==> src/rtl/board_seeder_if.sv <==
// rtl/board_seeder_if.sv - fill request/stall inputs and cell-RAM write bus of the board seeder
interface board_seeder_if #(
  parameter int ADDR_W = 24
);
  logic              start;
  logic [1:0]        mode;
  logic              hold;
  logic              busy;
  logic              done;
  logic              wr_en;
  logic [ADDR_W-1:0] wr_addr;
  logic              wr_data;

  // seeder side: takes fill requests and stalls, drives the RAM write port
  modport master (
    input  start, mode, hold,
    output busy, done, wr_en, wr_addr, wr_data
  );

  // requester / RAM side
  modport slave (
    output start, mode, hold,
    input  busy, done, wr_en, wr_addr, wr_data
  );
endinterface

==> src/rtl/board_seeder.sv <==
// rtl/board_seeder.sv - writes one full Game of Life generation (clear/random/checker) into the cell RAM
module board_seeder #(
  parameter int          P_N     = 400,
  parameter int          P_M     = 300,
  parameter int          ADDR_W  = 24,
  parameter logic [31:0] SEED    = 32'hACE1_1234,
  parameter int          DENSITY = 64
) (
  input  logic           clk_vga,
  input  logic           reset_btn,
  board_seeder_if.master bus
);

  localparam int          COL_W     = $clog2(P_N);
  localparam int          ROW_W     = $clog2(P_M);
  localparam logic [31:0] LFSR_TAPS = 32'h8020_0003;
  // an all-zero Galois LFSR never leaves zero, so a zero seed is replaced
  localparam logic [31:0] SEED_EFF  = (SEED == 32'h0) ? 32'h1 : SEED;
  localparam logic [8:0]  DENS9     = 9'(DENSITY);

  localparam logic [1:0] MODE_RANDOM  = 2'd1;
  localparam logic [1:0] MODE_CHECKER = 2'd2;

  typedef enum logic [1:0] {
    S_IDLE = 2'd0,
    S_FILL = 2'd1,
    S_DONE = 2'd2
  } state_t;

  state_t              state_q, state_d;
  logic [COL_W-1:0]    col_q, col_d;
  logic [ROW_W-1:0]    row_q, row_d;
  logic [ADDR_W-1:0]   addr_q, addr_d;
  logic                data_q, data_d;
  logic [1:0]          mode_q, mode_d;
  logic                prev_start_q;
  logic [31:0]         lfsr_q, lfsr_d;

  logic                start_edge;
  logic                last_col;
  logic                last_row;
  logic                rnd_d;
  logic [COL_W-1:0]    next_col;
  logic [ROW_W-1:0]    next_row;

  // value of a cell given the latched mode; mode 3 falls through to clear
  function automatic logic cell_value(input logic [1:0] m, input logic row0,
                                      input logic col0, input logic rnd);
    logic v;
    case (m)
      MODE_RANDOM:  v = rnd;
      MODE_CHECKER: v = row0 ^ col0;
      default:      v = 1'b0;
    endcase
    return v;
  endfunction

  // LFSR step and the random draw for whichever cell is presented next cycle
  always_comb begin
    lfsr_d = {1'b0, lfsr_q[31:1]} ^ (lfsr_q[0] ? LFSR_TAPS : 32'h0);
    // the draw uses the LFSR value that is current while the new cell is on the bus
    rnd_d  = ({1'b0, lfsr_d[7:0]} < DENS9);
  end

  // raster position bookkeeping: row/col wrap and end-of-board detection
  always_comb begin
    start_edge = bus.start & ~prev_start_q;
    last_col   = (col_q == COL_W'(P_N - 1));
    last_row   = (row_q == ROW_W'(P_M - 1));
    next_col   = last_col ? '0 : col_q + COL_W'(1);
    next_row   = last_col ? row_q + ROW_W'(1) : row_q;
  end

  // next-state logic: IDLE waits for a start edge, FILL walks the board, DONE pulses once
  always_comb begin
    state_d = state_q;
    col_d   = col_q;
    row_d   = row_q;
    addr_d  = addr_q;
    data_d  = data_q;
    mode_d  = mode_q;

    case (state_q)
      S_IDLE: begin
        if (start_edge) begin
          mode_d  = bus.mode;
          col_d   = '0;
          row_d   = '0;
          addr_d  = '0;
          data_d  = cell_value(bus.mode, 1'b0, 1'b0, rnd_d);
          state_d = S_FILL;
        end
      end

      S_FILL: begin
        // a held cycle keeps address, data and counters; only the LFSR moves on
        if (!bus.hold) begin
          if (last_col && last_row) begin
            state_d = S_DONE;
          end else begin
            col_d  = next_col;
            row_d  = next_row;
            addr_d = addr_q + ADDR_W'(1);
            data_d = cell_value(mode_q, next_row[0], next_col[0], rnd_d);
          end
        end
      end

      S_DONE: begin
        state_d = S_IDLE;
      end

      default: begin
        state_d = S_IDLE;
      end
    endcase
  end

  // state and datapath registers; reset_btn aborts a fill at once
  always_ff @(posedge clk_vga or posedge reset_btn) begin
    if (reset_btn) begin
      state_q      <= S_IDLE;
      col_q        <= '0;
      row_q        <= '0;
      addr_q       <= '0;
      data_q       <= 1'b0;
      mode_q       <= 2'd0;
      prev_start_q <= 1'b0;
      lfsr_q       <= SEED_EFF;
    end else begin
      state_q      <= state_d;
      col_q        <= col_d;
      row_q        <= row_d;
      addr_q       <= addr_d;
      data_q       <= data_d;
      mode_q       <= mode_d;
      prev_start_q <= bus.start;
      lfsr_q       <= lfsr_d;
    end
  end

  // outputs: write enable drops combinationally with hold so a stalled cell is not written
  always_comb begin
    bus.busy    = (state_q == S_FILL);
    bus.done    = (state_q == S_DONE);
    bus.wr_en   = (state_q == S_FILL) & ~bus.hold;
    bus.wr_addr = addr_q;
    bus.wr_data = data_q;
  end

endmodule

==> src/flat_wrapper.sv <==
// flat-port wrapper written by rule: the top's interface ports become plain ports
module board_seeder_flat 
#(
  parameter int          P_N     = 400,
  parameter int          P_M     = 300,
  parameter int          ADDR_W  = 24,
  parameter logic [31:0] SEED    = 32'hACE1_1234,
  parameter int          DENSITY = 64
)
  (clk_vga, reset_btn, bus_start, bus_mode, bus_hold, bus_busy, bus_done, bus_wr_en, bus_wr_addr, bus_wr_data);
  board_seeder_if #(.ADDR_W(ADDR_W)) bus_i ();
  input  logic clk_vga;
  input  logic reset_btn;
  input wire logic [$bits(bus_i.start)-1:0] bus_start;
  input wire logic [$bits(bus_i.mode)-1:0] bus_mode;
  input wire logic [$bits(bus_i.hold)-1:0] bus_hold;
  output wire logic [$bits(bus_i.busy)-1:0] bus_busy;
  output wire logic [$bits(bus_i.done)-1:0] bus_done;
  output wire logic [$bits(bus_i.wr_en)-1:0] bus_wr_en;
  output wire logic [$bits(bus_i.wr_addr)-1:0] bus_wr_addr;
  output wire logic [$bits(bus_i.wr_data)-1:0] bus_wr_data;
  assign bus_i.start = bus_start;
  assign bus_i.mode = bus_mode;
  assign bus_i.hold = bus_hold;
  assign bus_busy = bus_i.busy;
  assign bus_done = bus_i.done;
  assign bus_wr_en = bus_i.wr_en;
  assign bus_wr_addr = bus_i.wr_addr;
  assign bus_wr_data = bus_i.wr_data;
  board_seeder #(.P_N(P_N), .P_M(P_M), .ADDR_W(ADDR_W), .SEED(SEED), .DENSITY(DENSITY)) u_core (.clk_vga(clk_vga), .reset_btn(reset_btn), .bus(bus_i));
endmodule
==> config.mk <==
export PLATFORM = sky130hd
export DESIGN_NAME = board_seeder_flat
export DESIGN_NICKNAME = d
export VERILOG_FILES = /design/src/rtl/board_seeder_if.sv /design/src/rtl/board_seeder.sv /design/src/flat_wrapper.sv
export SDC_FILE = /design/constraint.sdc
export NUM_CORES = 1
export LEC_CHECK = 0
export ABC_AREA = 1
export CAP_MARGIN = 0
export CORE_MARGIN = 2
export CORE_UTILIZATION = 40
export DETAILED_ROUTE_END_ITERATION = 12
export GPL_ROUTABILITY_DRIVEN = 0
export GPL_TIMING_DRIVEN = 1
export PLACE_DENSITY = 0.55
export RECOVER_POWER = 100
export SKIP_LAST_GASP = 1
export SYNTH_ARGS = -nofsm -noshare
export SYNTH_HDL_FRONTEND = slang
export SYNTH_SLANG_ARGS = --single-unit
==> constraint.sdc <==
create_clock -name clk_vga -period 3.1 [get_ports clk_vga]
set_input_delay 0.465 -clock clk_vga [delete_from_list [all_inputs] [get_ports clk_vga]]
set_output_delay 0.465 -clock clk_vga [all_outputs]
set_load 0.02 [all_outputs]
==> impl_results.rst, run 1 <==
.. list-table::
   :header-rows: 1

   * - Metric
     - Value
   * - Sequential share of the synthesized area
     - 53.2%
   * - Average instance area after synthesis
     - 8.53 µm²
   * - Overflow left after global routing
     - 0
   * - Cell breakdown of the critical path
     - ha_1 > nand2_2 > nor2_4 > nand3_1 > nor2_1 > nand2_2 > nand2_4 > buf_4 > nor2_4 > inv_2 > nand2_1 > o21ai_0
   * - Worst-path fanout max
     - 23
   * - Final setup skew
     - 0.0135 ns
   * - Number of hold-repair buffers added at the cts stage
     - 0
   * - CTS root buffer
     - clkbuf_8
   * - Worst slew slack as a fraction of its limit
     - -7.75%
   * - Vertical die dimension
     - 101 µm
   * - Fraction of layout instances using a drive strength above 1
     - 9.59%
   * - TritonRoute pass-1 iters
     - 4
   * - Cell Area, Synth
     - roughly 0.0038 mm²
   * - Tightest Pin Transition
     - 1.61 ns
   * - Max Transition Viols Final
     - 40
   * - Final cycle utilization of the critical path
     - 80.6%
   * - Initial core utilization
     - 41.1%
   * - Final hold vios
     - 0
   * - Number of distinct library cells after synthesis
     - 34
   * - Max-capacitance violation count
     - 1
   * - Launching element type of the critical path
     - flop
   * - Overall routed net length
     - 8110 µm
   * - Number of gates given a new drive strength after cts
     - 0
   * - Total half-perimeter wirelength after legalization and detailed placement
     - 5870 µm
   * - Worst endpoint data arrival time
     - 2.77 ns
   * - Failing checks
     - max-capacitance violations, max-slew violations
   * - Antenna cell count
     - 0
   * - Most common flop cell mapped by yosys
     - dfrtp_1
   * - Min cycle time layout
     - 2.50 ns
   * - Async set-reset flop share out of synthesis
     - 100%
   * - Status
     - finished with violations
   * - Source-to-sink clock delay at the later pin of the worst-skew pair
     - 0.35 ns
   * - Count of pins on the block boundary
     - 34
   * - Post-synthesis cell type with the largest combined area
     - dfrtp_1
   * - Max Clk Rate
     - 0.400 GHz
   * - Critical path's largest stage delay
     - 0.46 ns
   * - Port Buf Inserts
     - 33
   * - Drt wl/cell
     - 13.1 µm
   * - Final Net Count
     - 496
   * - Count of yosys warnings during synthesis
     - 0
   * - Rows
     - 35
   * - Area of the die
     - 0.0103 mm²
   * - Largest net degree at the start of global routing
     - 40
   * - Number of global-route vias before repair
     - 2940
   * - Number of antenna violations at the first check in global routing
     - 0
   * - Number of buffers between clock root and the deepest sink
     - 2
   * - Area of the core
     - 0.00924 mm²
   * - Ratio of total power to cell area
     - 593 mW/mm²
   * - Setup Crit Path Kind
     - flop to flop
   * - Clock slew at reported path FFs
     - 0.09 ns
   * - Cell with the largest stage delay on the worst path
     - dfrtp_1
   * - Required time at the endpoint of the critical path
     - 3.38 ns
   * - Finished Core Util
     - between 40 and 50%
   * - Total routing resource utilization after global routing
     - 17.5%
   * - RSZ-0062 raised after global routing
     - no
   * - Clock net sink count
     - 80
   * - Leak
     - 0.00201 µW
   * - CTS H-Tree Depth
     - 3
   * - Worst hold slack across all endpoints
     - 0.357 ns
   * - Synthesized Nets
     - 456
   * - Final setup viols
     - 0
   * - Synthesis-to-layout area growth
     - 16.9%
   * - Sort of element at the end of the critical path
     - flop
   * - CTS tree
     - yes
   * - Number of synthesized register bits
     - 80
   * - EDFF count, synth
     - 0
   * - Horiz. Die Dim
     - roughly 100 µm
   * - Worst min path class
     - flop to flop
   * - Cells after synthesis
     - between 400 and 500
   * - TritonCTS buffer count
     - 9
   * - Vias after detailed routing
     - roughly 3000
   * - Global-route wire length before repair
     - 14100 µm
   * - Share of the synthesized area in the top cell type
     - 44.2%
   * - Largest vdd supply drop
     - 0.000277 V
   * - Biggest area contributors in the synthesized netlist
     - dfrtp_1 (44%), nand2_1 (11%), dfstp_2 (9.0%)
   * - Mean number of vias per cell
     - 4.86
   * - Summed negative setup slack over all endpoints
     - 0 ns
   * - Number of post-CTS setup repair buffers
     - 0
   * - Number of nets with antenna violations after routing
     - 0
   * - 1st-iter DRT viols
     - 180
   * - Post-detailed-route DRC marker count
     - 0
cells in the mapped netlist, types with 2 or more instances:
master / count
xnor2_1: 4
nor2_1: 40
o21ai_0: 16
buf_2: 2
nand2_1: 116
nor2_4: 3
dfstp_2: 13
nand2_2: 2
ha_1: 5
clkbuf_1: 3
inv_2: 3
xor2_1: 8
nand4_1: 12
dfrtp_1: 67
o21bai_1: 4
a21oi_1: 10
nand3_1: 36
o21a_1: 3
nor3_1: 19
inv_1: 45
o21ai_1: 16
buf_6: 4
a21oi_2: 3
cell usage in the layout, fill, tap and decap left out, types with 2 or more instances in the layout:
cell             instances
nand2_1                116
inv_6                    3
nand4_1                 12
clkdlybuf4s50_1          3
a21oi_2                  2
buf_4                    4
xor2_1                   8
o21bai_1                 4
clkbuf_1                 2
inv_1                   44
inv_2                    3
clkbuf_8                 9
xnor2_1                  4
nor2_1                  41
nand2_2                  2
nor3_1                  19
a21oi_1                 11
o21ai_0                 28
o21ai_1                  4
dfstp_2                 13
o21a_1                   3
dfrtp_1                 67
nor2_4                   2
nand3_1                 37
dlygate4sd3_1           30
ha_1                     5
clkinv_4                 2
flip-flops by register name (all words and copies together) (netlist names):
name,count
u_core.lfsr_q,32
u_core.prev_start_q,1
u_core.bus.wr_data,1
u_core.bus.wr_addr,24
u_core.state_q,2
u_core.row_q,9
u_core.mode_q,2
u_core.col_q,9
worst max-delay path: cells and delay by family (launching register included):
family	cells	cell delay (ns)
AO/OA/AOI/OAI	1	0.07
adder cells (fa/ha/maj)	1	0.23
buffers and inverters	2	0.40
flip-flops	1	0.46
AND/OR/NAND/NOR	8	1.27
path summary, 6_finish.rpt:
| check | from | to | slack, ns | cells past startpoint |
|---|---|---|---|---|
| setup / recovery | u_core.col_q[0] | u_core.row_q[8] | 0.60 | 12 |
| max in group asynchronous | reset_btn | u_core.bus.wr_addr[4] | 0.91 | 3 |
| hold / removal | u_core.lfsr_q[25] | u_core.lfsr_q[24] | 0.36 | 0 |
| hold reg to reg | u_core.lfsr_q[25] | u_core.lfsr_q[24] | 0.36 | 0 |
| min in group asynchronous | reset_btn | u_core.bus.wr_addr[12] | 0.95 | 2 |
| setup reg to reg | u_core.col_q[0] | u_core.row_q[8] | 0.60 | 12 |
cells by family (layout without fill, tap and decap cells):
kind of cell | Yosys count | count (layout) | synth area share (%)
adders and majority gates | 5 | 5 | 1.65
DFF | 80 | 80 | 53.2
AOI/OAI and AO/OA | 56 | 56 | 8.41
buffers and inverters | 58 | 103 | 6.69
xor gates and xnor gates | 12 | 12 | 2.77
and+or+nand+nor | 234 | 234 | 27.3
layout make-up:
type	count	area, µm²
clock inverters	7	85.1
inverters	48	181
flip-flops and latches	80	2020
clock buffers	9	124
well taps	129	161
repair buffers	39	368
multi-input cells	307	1500
fillers	896	4800
per-stage QoR:
stage	setup WS [ns]	cells	power (µW)	instance area, µm²
5_1_grt	0.336	619	2800	4440
3_5_place_dp	0.671	603	1870	4260
4_1_cts	0.742	619	2700	4470
6_report	0.602	619	2630	4440
3_3_place_gp	0.721	603	1870	4260
2_1_floorplan	0.605	445	1680	3790
layer usage:
| layer | share of wire, % | up-vias | global-route usage, % |
|---|---|---|---|
| met4 | 1.0 | 0 | 6.34 |
| met3 | 3.2 | 6 | 3.04 |
| li1 | - | 1535 | - |
| met2 | 46 | 44 | 26.6 |
| met1 | 50 | 1424 | 25.1 |
| met5 | 0 | - | 0 |
where the power goes:
group	internal, µW	switching, µW
Combinational	189	473
Clock	389	421
Sequential	1100	57.4
Power figures use the tool's default switching activity.
==> inputs of run 2 (changes only) <==
Settings changed: PLACE_DENSITY 0.55 to 0.57.
Clock period 3.1 ns to 2.2 ns, I/O delays scaled along.
==> run 2 against run 1 <==
  * Via count up 0.76%
  * Utilization up 0.50 points
  * Global-route usage down 0.36 points
  * Critical path depth down 8
  * Setup slack worse by 0.46 ns
  * Clock skew about the same
  * Critical endpoint is now bus_busy
  * Total power up 39%
  * Count of clock-buffer cells in the layout up 2
  * The run now ends clean
  * Critical path type is now flop to primary output
  * Sequential cell count unchanged
  * Register-to-register slack worse by 0.36 ns
  * Cell count up 0.81%
==> impl_results.rst, run 2 (synthesized netlist as in run 1, its figures left out) <==
.. list-table::
   :header-rows: 1

   * - Metric
     - Value
   * - Ratio of total power to cell area
     - 818 mW/mm²
   * - Clock net sink count
     - 80
   * - Mean number of vias per cell
     - ~4.9
   * - Worst-path fanout max
     - 8
   * - Antenna cell count
     - 0
   * - Final Net Count
     - 501
   * - Max Clk Rate
     - ~0.49 GHz
   * - Tightest Pin Transition
     - 1.07 ns
   * - Overall routed net length
     - 8160 µm
   * - Area of the core
     - 0.00924 mm²
   * - Leak
     - slightly above 0.002 µW
   * - Placement Cell Area
     - between 0.004 and 0.005 mm²
   * - Final setup viols
     - 0
   * - Status
     - complete, no violations
   * - Total routing resource utilization after global routing
     - 17.1%
   * - Sort of element at the end of the critical path
     - primary output
   * - Number of global-route vias before repair
     - around 2800
   * - Top library cells by usage in the layout, fill and taps aside
     - nand2_1 (116), dfrtp_1 (66), inv_1 (43), nor2_1 (40), nand3_1 (36)
   * - Rows
     - 35
   * - Number of antenna violations at the first check in global routing
     - 0
   * - Initial core utilization
     - 41.1%
   * - CTS tree
     - yes
   * - Largest net degree at the start of global routing
     - 81
   * - Non-Filler Cell Area, Final
     - around 0.0045 mm²
   * - Post-detailed-route DRC marker count
     - 0
   * - TritonCTS buffer count
     - 9
   * - Required time at the endpoint of the critical path
     - around 1.9 ns
   * - Summed negative setup slack over all endpoints
     - 0 ns
   * - Port Buf Inserts
     - 33
   * - Finished Core Util
     - about half
   * - Setup Crit Path Kind
     - flop to primary output
   * - Clock slew at reported path FFs
     - roughly 0.080 ns
   * - Min cycle time layout
     - 2.06 ns
   * - Horiz. Die Dim
     - ~100 µm
   * - Largest vdd supply drop
     - 0.000446 V
   * - Drt wl/cell
     - 13.1 µm
   * - Area of the die
     - 0.0103 mm²
   * - Source-to-sink clock delay at the later pin of the worst-skew pair
     - about 0.35 ns
   * - PnR Total Power
     - 3670 µW
   * - CTS root buffer
     - clkbuf_8
   * - Number of buffers between clock root and the deepest sink
     - 2
   * - Fraction of layout instances using a drive strength above 1
     - between 10% and 20%
   * - Overflow left after global routing
     - 0
   * - Vias after detailed routing
     - 3032
   * - Vertical die dimension
     - roughly 100 µm
   * - Total half-perimeter wirelength after legalization and detailed placement
     - 5790 µm
   * - TritonRoute pass-1 iters
     - 6
   * - 1st-iter DRT viols
     - 200
   * - CTS H-Tree Depth
     - 3
   * - Final setup skew
     - approximately 0.013 ns
   * - Number of post-CTS setup repair buffers
     - 0
   * - Max reg flops
     - 32
   * - Worst min path class
     - flop to flop
   * - Number of nets with antenna violations after routing
     - 0
   * - Top reg by flops
     - u_core.lfsr_q
   * - Final hold vios
     - 0
   * - Max-capacitance violation count
     - 0
   * - Worst slew slack as a fraction of its limit
     - between 20% and 30%
   * - Most frequent standard cell in the layout excluding fill and tap cells
     - nand2_1
   * - Count of pins on the block boundary
     - 34
   * - RSZ-0062 raised after global routing
     - no
   * - Worst endpoint data arrival time
     - 1.73 ns
   * - Max Transition Viols Final
     - 0
   * - Synthesis-to-layout area growth
     - 18.1%
   * - Launching element type of the critical path
     - flop
   * - Final cycle utilization of the critical path
     - 93.6%
   * - Filler instances
     - between 800 and 900
   * - Global-route wire length before repair
     - approximately 14000 µm
## run 2: changes by cell type in the layout (fill, tap and decap cells not counted), moves of 3 or more
cell	change
clkinvlp_4	+3
o21ai_1	+3
buf_4	+4
o21ai_0	-3
## run 2: cell type report
cell class / count / area (µm²) / share of cell area [%]
clock buffers: 11 / 151 / 3.38
clock inverters: 5 / 37.5 / 0.837
inverters: 48 / 184 / 4.10
multi-input cells: 307 / 1520 / 34.0
flip-flops and latches: 80 / 2020 / 45.0
well taps: 129 / 161 / 3.60
repair buffers: 44 / 407 / 9.07
## run 2: critical path: stages, from the launching register on
cell,delay (ns)
dfrtp_1,0.38
inv_1,0.08
nand2_2,0.14
inv_2,0.16
clkdlybuf4s50_1,0.62
## run 2: power by group
part	internal [µW]	leakage [µW]	switching [µW]	total (µW)
Clock	478	0.0000924	557	1040
Combinational	316	0.000867	681	997
Sequential	1550	0.00105	79.7	1630
Total	2350	0.00201	1320	3670
## run 2: what timing repair did
action | CTS | global route
cloned | 0 | 0
resized for setup | 1 | 2
setup endpoints to repair | 1 | 3
hold buffers | 0 | 0
## run 2: metal layers
layer	wire length (µm)	track usage [%]	up-vias
met2	3510	25.3	51
met3	244	2.90	10
met4	89	5.93	0
met1	4310	25.5	1431
met5	0	0	-
li1	-	-	1540
## run 2: path summary, 6_finish.rpt
path,start,end,slack (ns),cells past startpoint
min,u_core.lfsr_q[30],u_core.lfsr_q[29],0.35,0
min in group asynchronous,reset_btn,u_core.mode_q[1],0.83,3
min reg2reg,u_core.lfsr_q[30],u_core.lfsr_q[29],0.35,0
max,u_core.state_q[1],bus_busy,0.14,4
max reg2reg,u_core.col_q[0],u_core.bus.wr_addr[5],0.24,11
max in group asynchronous,reset_btn,u_core.col_q[0],0.61,3
## run 2: per-stage QoR
step / hold slack, ns / worst slack, ns / instances
after CTS: 0.358 / 0.00564 / 624
after global placement: 0.333 / 0.290 / 608
after global routing: 0.366 / 0.0304 / 624
after floorplan: 0.331 / 0.468 / 445
final: 0.353 / 0.140 / 624
after detailed placement: 0.337 / 0.227 / 608
